$ cat src/rtl/prio_encode_pipe_if.sv
// rtl/prio_encode_pipe_if.sv - handshake and result bundle for the pipelined priority encoder
interface prio_encode_pipe_if #(
    parameter int WIDTH = 16,
    parameter int CNT_W = 8
);
    localparam int IDX_W = $clog2(WIDTH);

    logic               in_valid;
    logic               in_ready;
    logic [WIDTH-1:0]   in_data;
    logic               out_valid;
    logic               out_ready;
    logic [IDX_W-1:0]   out_idx;
    logic               out_zero;
    logic               out_multi;
    logic               out_parity;
    logic [CNT_W-1:0]   enc_count;

    // Source of vectors / sink of encoded words
    modport master (
        output in_valid, in_data, out_ready,
        input  in_ready, out_valid, out_idx, out_zero, out_multi, out_parity, enc_count
    );

    // The encoder itself
    modport slave (
        input  in_valid, in_data, out_ready,
        output in_ready, out_valid, out_idx, out_zero, out_multi, out_parity, enc_count
    );
endinterface

$ cat src/rtl/prio_encode_pipe.sv
// rtl/prio_encode_pipe.sv - registered priority encoder with parity, flags, handshake and saturating word count
module prio_encode_pipe #(
    parameter int WIDTH      = 16,
    parameter bit MSB_FIRST  = 1'b1,
    parameter bit ODD_PARITY = 1'b0,
    parameter int CNT_W      = 8
) (
    input  logic             i_clk,
    input  logic             i_rst_n,
    input  logic             i_clr,
    prio_encode_pipe_if.slave bus
);
    localparam int IDX_W = $clog2(WIDTH);

    logic               r_out_valid;
    logic [IDX_W-1:0]   r_idx;
    logic               r_zero;
    logic               r_multi;
    logic               r_parity;
    logic [CNT_W-1:0]   r_count;

    logic               w_in_ready;
    logic               w_accept;
    logic [IDX_W-1:0]   w_idx;
    logic               w_seen;
    logic               w_multi;
    logic               w_zero;
    logic               w_parity;

    // A single output stage: room exists when empty or when the held word leaves this cycle
    assign w_in_ready = !r_out_valid | bus.out_ready;
    assign w_accept   = bus.in_valid & w_in_ready;

    // Scan from the winning end; the first set bit found is the index, any later set bit marks multi-hot.
    // The index only ever takes values of real bit positions, so it stays below WIDTH for any WIDTH.
    always_comb begin
        w_idx   = '0;
        w_seen  = 1'b0;
        w_multi = 1'b0;
        for (int i = 0; i < WIDTH; i++) begin
            if (bus.in_data[MSB_FIRST ? (WIDTH - 1 - i) : i]) begin
                if (!w_seen) begin
                    w_idx = IDX_W'(MSB_FIRST ? (WIDTH - 1 - i) : i);
                end else begin
                    w_multi = 1'b1;
                end
                w_seen = 1'b1;
            end
        end
        w_zero   = !w_seen;
        w_parity = (^bus.in_data) ^ ODD_PARITY;
    end

    // Output register: load on accept, drop valid on hand-off without refill, otherwise hold
    always_ff @(posedge i_clk or negedge i_rst_n) begin
        if (!i_rst_n) begin
            r_out_valid <= 1'b0;
            r_idx       <= '0;
            r_zero      <= 1'b0;
            r_multi     <= 1'b0;
            r_parity    <= 1'b0;
        end else if (w_accept) begin
            r_out_valid <= 1'b1;
            r_idx       <= w_idx;
            r_zero      <= w_zero;
            r_multi     <= w_multi;
            r_parity    <= w_parity;
        end else if (bus.out_ready) begin
            r_out_valid <= 1'b0;
        end
    end

    // Accepted-word counter: clear has priority, then saturating increment
    always_ff @(posedge i_clk or negedge i_rst_n) begin
        if (!i_rst_n) begin
            r_count <= '0;
        end else if (i_clr) begin
            r_count <= '0;
        end else if (w_accept && (r_count != {CNT_W{1'b1}})) begin
            r_count <= r_count + CNT_W'(1);
        end
    end

    assign bus.in_ready   = w_in_ready;
    assign bus.out_valid  = r_out_valid;
    assign bus.out_idx    = r_idx;
    assign bus.out_zero   = r_zero;
    assign bus.out_multi  = r_multi;
    assign bus.out_parity = r_parity;
    assign bus.enc_count  = r_count;
endmodule

$ cat src/flat_wrapper.sv
// flat-port wrapper written by rule: the top's interface ports become plain ports
module prio_encode_pipe_flat 
#(
    parameter int WIDTH      = 16,
    parameter bit MSB_FIRST  = 1'b1,
    parameter bit ODD_PARITY = 1'b0,
    parameter int CNT_W      = 8
)
  (i_clk, i_rst_n, i_clr, bus_in_valid, bus_in_data, bus_out_ready, bus_in_ready, bus_out_valid, bus_out_idx, bus_out_zero, bus_out_multi, bus_out_parity, bus_enc_count);
  prio_encode_pipe_if #(.WIDTH(WIDTH), .CNT_W(CNT_W)) bus_i ();
  input  logic i_clk;
  input  logic i_rst_n;
  input  logic i_clr;
  input wire logic [$bits(bus_i.in_valid)-1:0] bus_in_valid;
  input wire logic [$bits(bus_i.in_data)-1:0] bus_in_data;
  input wire logic [$bits(bus_i.out_ready)-1:0] bus_out_ready;
  output wire logic [$bits(bus_i.in_ready)-1:0] bus_in_ready;
  output wire logic [$bits(bus_i.out_valid)-1:0] bus_out_valid;
  output wire logic [$bits(bus_i.out_idx)-1:0] bus_out_idx;
  output wire logic [$bits(bus_i.out_zero)-1:0] bus_out_zero;
  output wire logic [$bits(bus_i.out_multi)-1:0] bus_out_multi;
  output wire logic [$bits(bus_i.out_parity)-1:0] bus_out_parity;
  output wire logic [$bits(bus_i.enc_count)-1:0] bus_enc_count;
  assign bus_i.in_valid = bus_in_valid;
  assign bus_i.in_data = bus_in_data;
  assign bus_i.out_ready = bus_out_ready;
  assign bus_in_ready = bus_i.in_ready;
  assign bus_out_valid = bus_i.out_valid;
  assign bus_out_idx = bus_i.out_idx;
  assign bus_out_zero = bus_i.out_zero;
  assign bus_out_multi = bus_i.out_multi;
  assign bus_out_parity = bus_i.out_parity;
  assign bus_enc_count = bus_i.enc_count;
  prio_encode_pipe #(.WIDTH(WIDTH), .MSB_FIRST(MSB_FIRST), .ODD_PARITY(ODD_PARITY), .CNT_W(CNT_W)) u_core (.i_clk(i_clk), .i_rst_n(i_rst_n), .i_clr(i_clr), .bus(bus_i));
endmodule
$ cat config.mk
export PLATFORM = sky130hd
export DESIGN_NAME = prio_encode_pipe_flat
export DESIGN_NICKNAME = d
export VERILOG_FILES = /design/src/rtl/prio_encode_pipe_if.sv /design/src/rtl/prio_encode_pipe.sv /design/src/flat_wrapper.sv
export SDC_FILE = /design/constraint.sdc
export NUM_CORES = 1
export LEC_CHECK = 0
export CELL_PAD_IN_SITES_DETAIL_PLACEMENT = 1
export CELL_PAD_IN_SITES_GLOBAL_PLACEMENT = 2
export CORE_MARGIN = 1.5
export CORE_UTILIZATION = 30
export CTS_CLUSTER_SIZE = 20
export DETAILED_ROUTE_END_ITERATION = 7
export PLACE_DENSITY = 0.95
export SYNTH_ARGS = -nofsm -noshare
export SYNTH_HDL_FRONTEND = slang
export SYNTH_SLANG_ARGS = --single-unit
$ cat constraint.sdc
create_clock -name i_clk -period 3 [get_ports i_clk]
set_clock_uncertainty 0.05 [all_clocks]
set_input_delay 0.6 -clock i_clk [delete_from_list [all_inputs] [get_ports i_clk]]
set_output_delay 0.6 -clock i_clk [all_outputs]
set_load 0.05 [all_outputs]
==> results.yml <==
outcome:
  run_status: "completed"
route:
  route.detailed.vias_per_inst: 5.17
  antenna_violating_nets_post_route: 0
  route.final.wire_length_mm: 3.78
  detail_route.drc_violations: 0
  detailedRoute.firstIterationViolations: 46
  drtPass1Iterations: 4
  wl_per_cell_microns: 14.1
  vias: 1391
die:
  initial_utilization: 0.308
  die_area_sq_um: 5240
  placement_rows: 25
  die_height_microns: 72.4
  io_pins: 38
  fp.coreArea_sq_um: 4690
  chipWidth_microns: 72.4
hold_path:
  min-delay-path-class: "reg -> reg"
  whs_path_depth: 2
  hold-path-endpoint: "u_core.bus.out_zero"
  worstHoldStart: "u_core.bus.out_zero"
critical_path:
  timing.reg2reg.worst_path_depth: 7
  crit_path_max_fanout: 9
  timing_worst_setup_path_type: "in -> reg"
  data_required_time_at_the_worst_endpoint_ns: 3.05
  worst_setup_path_end_kind: "register"
  rr_startpoint: "u_core.bus.out_valid"
  worst-endpoint-arrival_ns: 2.76
  cp-startpoint: "bus_in_data[14]"
  rrSetupSlack_ns: 1.10
  critPathLaunchType: "input port"
  worst_flop_to_flop_path_endpoint: "u_core.bus.enc_count[5]"
layout:
  nets: 241
  utilization_of_the_core_after_routing: 0.411
  antenna_cells: 0
  finish.instance_area_sq_um: 1930
  area_growth_pct: 33.5
  layout-drive-gt1-share: 0.102
pwr:
  lkg_pwr_nw: 0.746
  pwr_density_cell_nw_per_um2: 385
  vdd_ir_drop_max_mv: 0.127
logic_synthesis:
  dominantRegCellSynth: "dfrtp_1"
  synth_area_leader: "dfrtp_1"
  post_syn_instances: 179
  synth_top_cell_area_share: 0.277
  synth_top_cells_by_area: "dfrtp_1, xnor2_1, nor2_1"
  portion_of_the_post_synthesis_area_used_by_sequential_elements: 0.277
  synth.most_common_cell: "nor2_1"
  synth.lib_cells_used.distinct: 51
  ys_async_sr_fraction: 1.00
  ys_seq_elements: 16
  synth_nets: 204
  synthesis.area_per_instance_sq_um: 8.07
  netlist_top_cells_count: "nor2_1, dfrtp_1, xnor2_1"
  yosys_warnings: 0
  count_of_flip_flops_with_a_built_in_enable_after_synthesis: 0
  synth.cell_area_sq_um: 1440
timing:
  grt_setup_unrepaired: "no"
  final_min_period_over_clock_period: 0.903
  setup_viol: 0
  tns_ns: 0
  slew_headroom: 0.527
  slew_viol_final: 0
  fin_worst_hold_slack_ns: 0.429
  hold_violations: 0
  clock.fmax_mhz: 369
  min_period_ns: 2.71
  worstMarginPinSlew_ns: 0.707
place:
  placed_cell_area_sq_um: 1870
  placement.io_buffers: 37
  hpwlAfterDp_mm: 3.04
  gp_congestion: 0.938
clock_network:
  cts.path.max_buffers: 2
  clock_edge_transition_at_the_registers_on_the_reported_setup_and_hold_paths_ns: 0.06
  cts-root-buf: "clkbuf_8"
  cts.repair_timing.setup_buffer_count: 0
  number_of_clock_sinks_seen_by_cts: 16
  ctsHoldBuffers: 0
  number_of_clock_buffers_inserted_by_tritoncts: 3
  h-tree-depth: 1
  tritoncts: "yes"
  ctsResizeCount: 0
  clkLatencyLatePin_ns: 0.25
global_route:
  grt_max_degree: 17
  grt.total_usage: 0.155
  grt_antenna_before_repair: 0
  via_count_of_the_first_global_routing_pass: 1403
  remaining_overflow_grt: 0
  grt_first_pass_wirelength_mm: 6.59
flow_run:
  max_cap_viol_count: 0
## cell type report
type	count	area (sq um)
repair buffers	44	420
clock buffers	4	55.1
multi-input cells	143	955
flip-flops and latches	16	400
fillers	572	2760
inverters	8	30.0
well taps	54	67.6
## cell families (layout without fill, tap and decap cells)
kind of cell	after synthesis	count (layout)	share of synthesized area
flip-flops	16	16	0.277
adder cells (fa/ha/maj)	5	5	0.0425
AND/OR/NAND/NOR	69	69	0.234
XOR/XNOR	21	21	0.127
buffers and inverters	20	56	0.0615
multiplexers	1	1	0.00693
AO/OA/AOI/OAI	47	47	0.250
## cells in the final DEF (no fill, tap or decap), types with 6 or more instances in the layout
master and n:
clkdlybuf4s50_1 36, nor2_1 21, dfrtp_1 16, xnor2_1 14, nand2_1 13, nand3_1 11, inv_1 8, a21oi_1 8
buf_4 8, xor2_1 7, nor3_1 6
## state kept, by name, indices dropped and copies added, names as in the netlist
name and count:
u_core.bus.enc_count 8, u_core.bus.out_idx 4, u_core.bus.out_multi 1, u_core.bus.out_parity 1, u_core.bus.out_valid 1, u_core.bus.out_zero 1
## metal layers
metal	track usage	part of all wire	routed length (microns)	vias up
met5	0	0	0	-
met4	0.0440	0.0045	17	0
met3	0.00972	0.028	107	2
met2	0.271	0.47	1770	26
met1	0.206	0.50	1890	657
li1	-	-	-	706
## critical path, cell delays in order
cell and delay, ns:
clkdlybuf4s50_1 0.45, inv_1 0.07, ha_1 0.20, buf_4 0.18, nor3b_2 0.28, and3_2 0.29, nand2_1 0.11, maj3_2 0.31
o21ai_1 0.13, a41oi_1 0.13
## per-stage QoR
step           std cells  setup WS (ns)  total power [W]
2_1_floorplan        179          0.685         0.000454
6_report             269          0.292         0.000743
4_1_cts              269          0.283         0.000751
3_3_place_gp         265         0.0714         0.000557
5_1_grt              269         0.0957         0.000785
3_5_place_dp         265         0.0227         0.000562
## power breakdown
| group | total (W) | internal (W) | switching (W) |
|---|---|---|---|
| sequential | 0.000247 | 0.000233 | 0.0000137 |
| clock | 0.000187 | 0.000116 | 0.0000712 |
| combinational | 0.000308 | 0.000130 | 0.000179 |
## worst max-delay path by stage
stage	slack (ns)	end
global route	0.1	u_core.bus.out_multi
global placement	0.07	u_core.bus.out_idx[0]
detailed placement	0.02	u_core.bus.out_multi
floorplan	0.69	u_core.bus.enc_count[5]
finish	0.29	u_core.bus.out_multi
CTS	0.28	u_core.bus.out_multi
(Power assumes the default switching activity.)
